<file path="src/rtl/view_sequencer.sv">
// view_sequencer: shares one forward_view renderer between two karts.
//   - Per-player updates arrive over valid/ready into shadow registers.
//   - Shadows are copied to the active registers in a single COMMIT cycle
//     at the start of vertical blanking, so a frame never mixes old and
//     new kart state.
//   - A registered per-pixel mux presents the camera/opponent/heading and
//     half-local hcount for whichever half of the screen is being scanned.
// Build option: define SPLIT_SCREEN_EN to enable the left/right split.
// Without it, the player 0 view covers the full width, and player 1 is only
// shown as the opponent.
module view_sequencer #(
  parameter int H_SPLIT  = 512,
  parameter int H_ACTIVE = 1024,
  parameter int V_ACTIVE = 768,
  parameter int DIR_MOD  = 360
) (
  input  logic        clk_in,
  input  logic        rst_in,
  input  logic [10:0] hcount_in,
  input  logic [9:0]  vcount_in,
  input  logic        p0_valid_in,
  output logic        p0_ready_out,
  input  logic [10:0] p0_x_in,
  input  logic [10:0] p0_y_in,
  input  logic [8:0]  p0_dir_in,
  input  logic        p1_valid_in,
  output logic        p1_ready_out,
  input  logic [10:0] p1_x_in,
  input  logic [10:0] p1_y_in,
  input  logic [8:0]  p1_dir_in,
  output logic [10:0] view_player_x_out,
  output logic [10:0] view_player_y_out,
  output logic [10:0] view_opponent_x_out,
  output logic [10:0] view_opponent_y_out,
  output logic [8:0]  view_direction_out,
  output logic [10:0] view_hcount_out,
  output logic        view_sel_out,
  output logic        frame_commit_out
);

  localparam logic [10:0] LP_H_SPLIT  = 11'(H_SPLIT);
  localparam logic [9:0]  LP_V_ACTIVE = 10'(V_ACTIVE);
  localparam logic [8:0]  LP_DIR_MOD  = 9'(DIR_MOD);

  // A split point outside the active line degenerates to a single view
  // rather than producing a right half that never appears on screen.
  localparam bit LP_SPLIT_OK = (H_SPLIT > 0) && (H_SPLIT < H_ACTIVE);

`ifdef SPLIT_SCREEN_EN
  localparam bit LP_SPLIT_EN = 1'b1;
`else
  localparam bit LP_SPLIT_EN = 1'b0;
`endif

  typedef enum logic [1:0] {
    ST_BLANK  = 2'd0,
    ST_RENDER = 2'd1,
    ST_COMMIT = 2'd2
  } state_t;

  state_t r_state;
  logic   r_ready;
  logic   r_commit;

  // Per-player inputs gathered into arrays so both players share one datapath
  logic        w_valid  [2];
  logic [10:0] w_x_in   [2];
  logic [10:0] w_y_in   [2];
  logic [8:0]  w_dir_in [2];

  // Active (committed) state per player, as seen by the pixel mux
  logic [10:0] w_act_x   [2];
  logic [10:0] w_act_y   [2];
  logic [8:0]  w_act_dir [2];

  logic w_frame_start;
  logic w_commit_start;
  logic w_right;
  logic w_cam;
  logic w_opp;

  // Fold an out-of-range heading back into 0..DIR_MOD-1. The input never
  // exceeds 511, so one subtraction is enough for DIR_MOD >= 256.
  function automatic logic [8:0] norm_dir(input logic [8:0] d);
    if (d >= LP_DIR_MOD) begin
      return d - LP_DIR_MOD;
    end
    return d;
  endfunction

  assign w_valid[0]  = p0_valid_in;
  assign w_x_in[0]   = p0_x_in;
  assign w_y_in[0]   = p0_y_in;
  assign w_dir_in[0] = p0_dir_in;
  assign w_valid[1]  = p1_valid_in;
  assign w_x_in[1]   = p1_x_in;
  assign w_y_in[1]   = p1_y_in;
  assign w_dir_in[1] = p1_dir_in;

  assign w_frame_start  = (vcount_in == 10'd0) && (hcount_in == 11'd0);
  assign w_commit_start = (r_state == ST_RENDER) &&
                          (vcount_in == LP_V_ACTIVE) && (hcount_in == 11'd0);

  assign p0_ready_out = r_ready;
  assign p1_ready_out = r_ready;

  generate
    for (genvar gi = 0; gi < 2; gi++) begin : g_player
      logic        w_accept;
      logic [8:0]  w_dir_norm;
      logic [10:0] r_sh_x;
      logic [10:0] r_sh_y;
      logic [8:0]  r_sh_dir;
      logic [10:0] r_act_x;
      logic [10:0] r_act_y;
      logic [8:0]  r_act_dir;

      assign w_accept   = w_valid[gi] && r_ready;
      assign w_dir_norm = norm_dir(w_dir_in[gi]);

      // Shadow capture on every accepted update; the latest one in a frame wins
      always_ff @(posedge clk_in or negedge rst_in) begin
        if (!rst_in) begin
          r_sh_x   <= '0;
          r_sh_y   <= '0;
          r_sh_dir <= '0;
        end else if (w_accept) begin
          r_sh_x   <= w_x_in[gi];
          r_sh_y   <= w_y_in[gi];
          r_sh_dir <= w_dir_norm;
        end
      end

      // Atomic copy to active on the edge that enters COMMIT. An update accepted
      // on that same edge bypasses the shadow so it still lands in this frame.
      always_ff @(posedge clk_in or negedge rst_in) begin
        if (!rst_in) begin
          r_act_x   <= '0;
          r_act_y   <= '0;
          r_act_dir <= '0;
        end else if (w_commit_start) begin
          if (w_accept) begin
            r_act_x   <= w_x_in[gi];
            r_act_y   <= w_y_in[gi];
            r_act_dir <= w_dir_norm;
          end else begin
            r_act_x   <= r_sh_x;
            r_act_y   <= r_sh_y;
            r_act_dir <= r_sh_dir;
          end
        end
      end

      assign w_act_x[gi]   = r_act_x;
      assign w_act_y[gi]   = r_act_y;
      assign w_act_dir[gi] = r_act_dir;
    end
  endgenerate

  // Frame sequencing FSM with registered ready and commit pulse
  always_ff @(posedge clk_in or negedge rst_in) begin
    if (!rst_in) begin
      r_state  <= ST_BLANK;
      r_ready  <= 1'b0;
      r_commit <= 1'b0;
    end else begin
      r_ready  <= 1'b1;
      r_commit <= 1'b0;
      case (r_state)
        ST_BLANK: begin
          if (w_frame_start) begin
            r_state <= ST_RENDER;
          end
        end
        ST_RENDER: begin
          if (w_commit_start) begin
            r_state  <= ST_COMMIT;
            r_commit <= 1'b1;
            r_ready  <= 1'b0;
          end
        end
        ST_COMMIT: begin
          r_state <= ST_BLANK;
        end
        default: begin
          r_state <= ST_BLANK;
        end
      endcase
    end
  end

  assign frame_commit_out = r_commit;

  // Right half (including horizontal blank) belongs to player 1 when split
  assign w_right = LP_SPLIT_EN && LP_SPLIT_OK && (hcount_in >= LP_H_SPLIT);
  assign w_cam   = w_right;
  assign w_opp   = !w_right;

  // Registered per-pixel view mux: one cycle from hcount to all view outputs
  always_ff @(posedge clk_in or negedge rst_in) begin
    if (!rst_in) begin
      view_player_x_out   <= '0;
      view_player_y_out   <= '0;
      view_opponent_x_out <= '0;
      view_opponent_y_out <= '0;
      view_direction_out  <= '0;
      view_hcount_out     <= '0;
      view_sel_out        <= 1'b0;
    end else begin
      view_player_x_out   <= w_act_x[w_cam];
      view_player_y_out   <= w_act_y[w_cam];
      view_opponent_x_out <= w_act_x[w_opp];
      view_opponent_y_out <= w_act_y[w_opp];
      view_direction_out  <= w_act_dir[w_cam];
      view_hcount_out     <= w_right ? (hcount_in - LP_H_SPLIT) : hcount_in;
      view_sel_out        <= w_right;
    end
  end

endmodule
</file>
<file path="config.mk">
export PLATFORM = sky130hd
export DESIGN_NAME = view_sequencer
export DESIGN_NICKNAME = d
export VERILOG_FILES = /design/src/rtl/view_sequencer.sv
export SDC_FILE = /design/constraint.sdc
export NUM_CORES = 1
export LEC_CHECK = 0
export CAP_MARGIN = 20
export CORE_MARGIN = 8
export CORE_UTILIZATION = 30
export CTS_CLUSTER_DIAMETER = 40
export CTS_CLUSTER_SIZE = 30
export DETAILED_ROUTE_END_ITERATION = 8
export DONT_BUFFER_PORTS = 1
export REMOVE_ABC_BUFFERS = 1
export SKIP_LAST_GASP = 1
export SYNTH_ARGS = -nofsm -noshare
export SYNTH_HDL_FRONTEND = slang
export SYNTH_SLANG_ARGS = --single-unit
</file>
<file path="constraint.sdc">
create_clock -name clk_in -period 3.3 [get_ports clk_in]
set_clock_uncertainty 0.05 [all_clocks]
set_input_delay 0.66 -clock clk_in [delete_from_list [all_inputs] [get_ports clk_in]]
set_output_delay 0.66 -clock clk_in [all_outputs]
set_load 0.02 [all_outputs]
</file>
# Word level (Yosys, flattened, before mapping)
# Index checks and enable logic that the tools add are counted.
[op_classes]
add_sub_neg = 1
order_cmp = 1
eq_ne = 4
n_mux = 15
n_reduce_logical = 9
[ops]
columns = ["cell", "count"]
rows = [
  ["$mux W11", 4],
  ["$mux W9", 3],
  ["$logic_not A11 Y1", 1],
  ["$eq A10 B10 Y1 const B", 1],
  ["$logic_not A10 Y1", 1],
  ["$ge A9 B9 Y1 const B", 1],
  ["$sub A9 B9 Y9 const B", 1],
  ["$logic_and A1 B1 Y1", 5],
  ["$mux W1", 5],
  ["$mux W2", 2],
  ["$ne A2 B2 Y1 const B", 2],
  ["$pmux W2 S2", 1],
  ["$eq A2 B1 Y1 const B", 1],
  ["$logic_not A2 Y1", 1],
  ["$reduce_and A2 Y1", 1],
]
[totals]
ff_bits = 174
inputBits = 87
output_inout_bits = 68
word_cells = 49

# Logic depth before layout (Yosys ltp)
# Gate-level depths: netlist (run 1).
[logic_depth]
depth_word = 5
ltp_mapped = 7
ltp_nobuf = 7

# Worst setup path after synthesis (run 1)
# No wires, ideal clock.
[synth_path]
path_kind = "input port to flip-flop"
start = "in hcount_in[7]"
end = "reg g_player[0].r_act_dir[0]"
setup_ps = 125
arrival_ps = 2307
required_ps = 3125
setup_slack_ps = 818
path_stages = 6
path_buffers = 1
path_cell_list = "or4_4 -> nor4_4 -> nand4_4 -> nor2_8 -> buf_12 -> mux2_4"
[synth_between]
elab_chain_len = 2
[synth_rtl]
columns = ["item", "line", "rtl"]
rows = [
  ["start: declaration", "19", "input logic [10:0] hcount_in,"],
  ["$logic_not A11 Y1", "102", "(vcount_in == LP_V_ACTIVE) && (hcount_in == 11'd0);"],
  ["$logic_and A1 B1 Y1", "102", ""],
  ["end signal: assignment", "145", "r_act_dir <= w_dir_norm;"],
  ["end signal: assignment", "149", "r_act_dir <= r_sh_dir;"],
  ["end: declaration", "116", "logic [8:0] r_act_dir;"],
]
# Every way passes these cells.
# A chain may end at the register's enable or synchronous reset.

# Worst setup path in the final report (run 1)
[layout_path]
start = "in hcount_in[7]"
end = "reg g_player[0].r_act_dir[8]"
# Same word-level chain as after synthesis.

==> results of run 1 <==
-- power by group through the flow --
stage | Combinational [mW] | Clock (mW) | Sequential [mW]
after CTS | 0.135 | 1.79 | 2.23
after detailed placement | 0.134 | 0 | 2.27
after floorplan | 0.102 | 0 | 2.26
after global placement | 0.126 | 0 | 2.27
after global routing | 0.152 | 1.87 | 2.24
final | 0.132 | 1.71 | 2.23
-- worst max-delay path, stage by stage --
cell,delay (ns)
or4_4,0.53
nor4_4,0.20
nand4_4,0.19
nor2_8,0.17
buf_4,0.40
mux2_2,0.39
-- cell type report --
type,count,area [sq um]
multi-input combinational,204,1670
timing repair buffer,6,57.6
inverter,4,15.0
clock inverter,8,48.8
sequential,174,4350
clock buffer,19,443
tap,270,338
fill,1939,13300
-- cell usage in the layout (no fill, tap or decap), types with 2 or more instances in the layout --
cell type,synthesis,routed
or4_1,2,2
dfrtp_1,174,174
mux2_2,27,27
nand3_1,4,4
nor2_1,7,7
o21ai_0,2,2
a31oi_1,2,2
mux2_4,48,48
clkinv_2,0,5
and2_1,2,2
nor3_1,2,2
nor4_1,4,4
nand2_1,83,83
inv_1,4,4
clkbuf_16,0,17
buf_4,2,5
clkinvlp_4,0,2
a21oi_1,2,2
-- per-stage QoR --
stage               hold slack [ns]  area [sq um]  cells
floorplan                     0.300          6040    382
global placement              0.307          6440    658
detailed placement            0.314          6440    658
CTS                          -0.131          6930    685
global route                 -0.132          6930    685
finish                      -0.0963          6930    685
-- state kept, by name, summed over array words and instances (netlist names) --
| signal | flops |
|---|---|
| g_player.r_act_x | 22 |
| g_player.r_act_y | 22 |
| g_player.r_sh_x | 22 |
| g_player.r_sh_y | 22 |
| view_hcount_out | 11 |
| view_opponent_x_out | 11 |
| view_opponent_y_out | 11 |
| view_player_x_out | 11 |
| view_player_y_out | 11 |
| g_player.r_act_dir | 9 |
| g_player.r_sh_dir | 9 |
| view_direction_out | 9 |
| r_state | 2 |
| frame_commit_out | 1 |
| p0_ready_out | 1 |
-- worst min-delay path by stage --
| stage | depth (start not counted) | slack [ns] | end | start |
|---|---|---|---|---|
| after floorplan | 0 | 0.30 | view_direction_out[8] | g_player[0].r_act_dir[8] |
| after detailed placement | 0 | 0.31 | view_player_x_out[4] | g_player[0].r_act_x[4] |
| after global routing | 0 | -0.13 | g_player[0].r_act_dir[4] | rst_in |
| after CTS | 0 | -0.13 | view_direction_out[6] | rst_in |
| after global placement | 0 | 0.31 | view_player_y_out[10] | g_player[0].r_act_y[10] |
| final | 0 | -0.1 | view_direction_out[8] | rst_in |
-- layer usage --
metal | vias up | part of all wire, % | GRT usage, %
met2 | 91 | 49 | 15.8
met1 | 1540 | 42 | 11.5
li1 | 1339 | - | -
met5 | - | 0 | 0
met4 | 0 | 1.6 | 4.50
met3 | 10 | 7.6 | 4.01
-- kinds of logic (layout without fill, tap and decap cells) --
family                     count (synthesis)  in the layout  share of synthesized area, %
DFF                                      174            174                          70.3
and+or+nand+nor                          115            115                          8.83
muxes                                     75             75                          16.6
buffers and inverters                     20             37                          2.65
AOI/OAI and AO/OA                         12             12                          1.37
adders and majority gates                  1              1                         0.202
other                                      1              1                        0.0606
==> metrics.txt, run 1 <==
setup ws final=0.978 ns; Slew Viols, Final=0; post-CTS setup buffer count=0; hold_ws=-0.0963 ns; Initial DRT Pass Iterations=4; Die H=160 um; Syn Area/Cell=15.6 sq um; Clk pwr share=42.0%; Sw Share=21.1%; fin crit share=70.4%; Worst Reg-to-Reg Cells=5; Cell Pwr Density=588 nW/um^2; hpwl dp=8.19 mm; Row Count=52; n_diodes=0; initial antenna violation count=0; gr usage total=9.89%; #FFs+latches synth=174; first-pass GRT wire length=19.7 mm; via count=2980; Post-Syn Area=6190 sq um; fmax=431 MHz; Commonest cells post-synth=174 x dfrtp_1, 83 x nand2_1, 48 x mux2_4; yosys warns=0; overall power=4.07 mW; setup slack, reg-to-reg=1.05 ns; Yosys top cell area share=70.3%; final routed DRC violation total=0; crit path launch type=input pin; dpl ws=0.527 ns; Post-Syn Instances=398; Core Area=20200 sq um; WP data arrival=2.56 ns; number of flops mapped to enable cells by yosys=0; Clock transition at path regs=0.06 ns; Worst EP required=3.54 ns; clock buffer depth=2; Hold Vio Cnt, Final=174; Crit Reg-Reg Startpoint=p0_ready_out; largest area contributor in the netlist=dfrtp_1; final setup vio count=0; clk sinks=174; Synth Flop Type=dfrtp_1; worst skew pair latency=0.41 ns; Rel. slew slack=61.1%; cts repair resizes=0; Seq/Total Area, Yosys=70.3%; # IOs=155; chip width=160 um; worst setup path end=g_player[0].r_act_dir[8]; layout cell share with drive strength beyond 1=27.5%; post-route ant nets=0; RSZ-0062 raised after global routing=false; Worst R2R End=g_player[0].r_act_dir[7]; via/cell ratio=4.35; Max Cap Viol=0; count leader, synth=dfrtp_1; Seq pwr share=54.8%; Starting Density=30.6%; CTS Buf Count=17; status=finished with violations; Peak VDD IR=0.000285 V; Worst-Margin Slew=0.582 ns; post-layout net count=495; final core occ=34.2%; crit path kind=in -> reg; minimum clock period=2.32 ns; crit path max fanout=23; CP startpoint=hcount_in[7]; First DRT Iteration DRCs=121; top post-synthesis cells by area=dfrtp_1 70%, mux2_4 12%, nand2_1 5.0%; Die Area=25500 sq um; Worst setup EP type=flop; failing checks=hold timing; Root Buffer=clkbuf_16; grt ovf=0; Fin Setup TNS=0 ns; Layout area overhead=11.9%; largest net degree at the start of global routing=175; Leak=3.36 nW; CTS H-tree lvls=4; CTS tree=yes; worst hold-check path type=in -> async; WL per Instance=17.7 um; asr flop ratio synth=100%; Comb pwr share=3.2%; vias in the first global route=3406; GP Congestion=0.763; Internal=3.21 mW; final wirelength=12.1 mm; NetSw=861 uW; port buffer count=0; count of cell types in the netlist=37
No activity file was read; power rests on OpenSTA's default activity.
==> inputs of run 2 (changes only) <==
- clock period: 3.3 -> 2 ns (I/O delays scaled with it)
==> run 2 against run 1 <==
The run still ends with hold timing left. Via count increased by 4.9%. Sequential power grew 65%. Combinational power up 83%. Worst setup slack worse by 0.87 ns. Critical path depth is the same. Utilization is 1.8 points higher. Largest power group unchanged. Clock power is 110% higher. Largest cell class unchanged. First-iteration DRC count shrank 8.3%. Worst hold slack got worse by 0.28 ns. Power rose by 86%. Wire length increased by 4.1%. Sequential share of layout area fell by 3.1 points.
==> metrics.txt, run 2 (synthesis gave the netlist of run 1 again) <==
status=finished with violations; failing checks=hold timing; RSZ-0062 raised after global routing=false; final routed DRC violation total=0; clock buffer depth=2; Peak VDD IR=0.000519 V; Die Area=25500 sq um; Cell Pwr Density=1040 nW/um^2; crit path kind=in -> reg; First DRT Iteration DRCs=111; vias in the first global route=3548; cts repair resizes=0; area of the multi-input gates=1670 sq um; Worst EP required=2.25 ns; Core Area=20200 sq um; minimum clock period=1.89 ns; via/cell ratio=4.41; layout cell share with drive strength beyond 1=28.7%; final setup vio count=0; n_diodes=0; post-CTS setup buffer count=0; hold_ws=-0.377 ns; worst hold-check path type=in -> async; Hold Vio Cnt, Final=174; Slowest-stage cell, CP=or4_4; dpl ws=-0.341 ns; Starting Density=30.6%; post-route ant nets=0; commonest non-fill, non-tap cell in the layout=dfrtp_1; crit path max fanout=33; Slew Viols, Final=0; final wirelength=12.6 mm; via count=3126; grt ovf=0; Leak=3.52 nW; slowest stage delay, CP=0.53 ns; WP data arrival=2.14 ns; GP Congestion=0.785; # IOs=155; critical-path cell list=or4_4, nor4_4, nand4_4, nor2_8, buf_12, mux2_2; Row Count=52; largest net degree at the start of global routing=175; first-pass GRT wire length=20.5 mm; Initial DRT Pass Iterations=4; Worst setup EP type=flop; WP buf/inv=1; setup slack, reg-to-reg=0.27 ns; Clock transition at path regs=0.07 ns; port buffer count=0; most frequent cells in the layout=174 x dfrtp_1, 83 x nand2_1, 48 x mux2_4; Die H=160 um; post-layout net count=514; setup ws final=0.108 ns; CP top delay family=simple AND/OR/NAND/NOR gates; worst skew pair latency=0.41 ns; Layout area overhead=17.7%; chip width=160 um; Reg area=4350 sq um; initial antenna violation count=0; fmax=528 MHz; fin crit share=94.6%; hpwl dp=8.32 mm; CTS Buf Count=17; CTS H-tree lvls=4; crit path launch type=input pin; WL per Instance=17.8 um; gr usage total=10.3%; clk sinks=174; Root Buffer=clkbuf_16; Max Cap Viol=0; overall power=7.59 mW; CTS tree=yes; Post-CTS Hold Fix Bufs=11; fillers=1914
==> run 2: cell types whose count changed in the layout (fill, tap and decap cells not counted) <==
cell / delta
clkinv_2: -4
bufinv_16: +5
buf_12: +2
clkinv_4: -1
dlygate4sd3_1: +11
inv_6: +4
clkbuf_1: +1
buf_4: +6
==> run 2: routing by layer <==
layer  vias to the layer above  global-route usage, %  routed length (um)
met3                        14                   4.34                 974
li1                       1389                      -                   -
met4                         0                   4.85                 228
met5                         -                      0                   0
met1                      1617                   11.7                5220
met2                       106                   16.6                6220
==> run 2: worst paths after layout <==
check                                         start                       to  depth (start not counted)
hold / removal                               rst_in    view_direction_out[8]                          0
setup / recovery                       hcount_in[7]  g_player[1].r_act_y[10]                          6
min in group clk_in                     p0_y_in[10]   g_player[0].r_sh_y[10]                          2
setup reg to reg                         r_state[1]  g_player[1].r_act_y[10]                          4
hold reg to reg            g_player[0].r_act_dir[8]    view_direction_out[8]                          0
max in group asynchronous                    rst_in    g_player[1].r_sh_y[3]                          0
==> run 2: area by class of cell <==
| cell class | count | share of cell area [%] |
|---|---|---|
| inverters | 4 | 0.206 |
| flip-flops and latches | 174 | 59.8 |
| clock inverters | 12 | 2.82 |
| repair buffers | 25 | 3.47 |
| well taps | 270 | 4.64 |
| multi-input cells | 204 | 23.0 |
| clock buffers | 20 | 6.13 |
==> run 2: per-stage QoR <==
step	hold WS [ns]	util (%)	setup TNS [ns]	instance area (sq um)	std cells
floorplan	0.0544	-	-34.12	6040	382
global placement	0.0587	32.2	-13.39	6520	666
detailed placement	0.0587	32.2	-14.44	6520	666
CTS	-0.407	36.0	0	7280	709
global route	-0.409	36.0	0	7280	709
finish	-0.377	36.0	0	7280	709
==> run 2: report_power, final <==
| part | internal, mW | switching (mW) | leakage [nW] | total (mW) |
|---|---|---|---|---|
| Sequential | 3.63 | 0.0500 | 2.29 | 3.68 |
| Clock | 2.27 | 1.40 | 0.312 | 3.67 |
| Combinational | 0.114 | 0.127 | 0.923 | 0.241 |
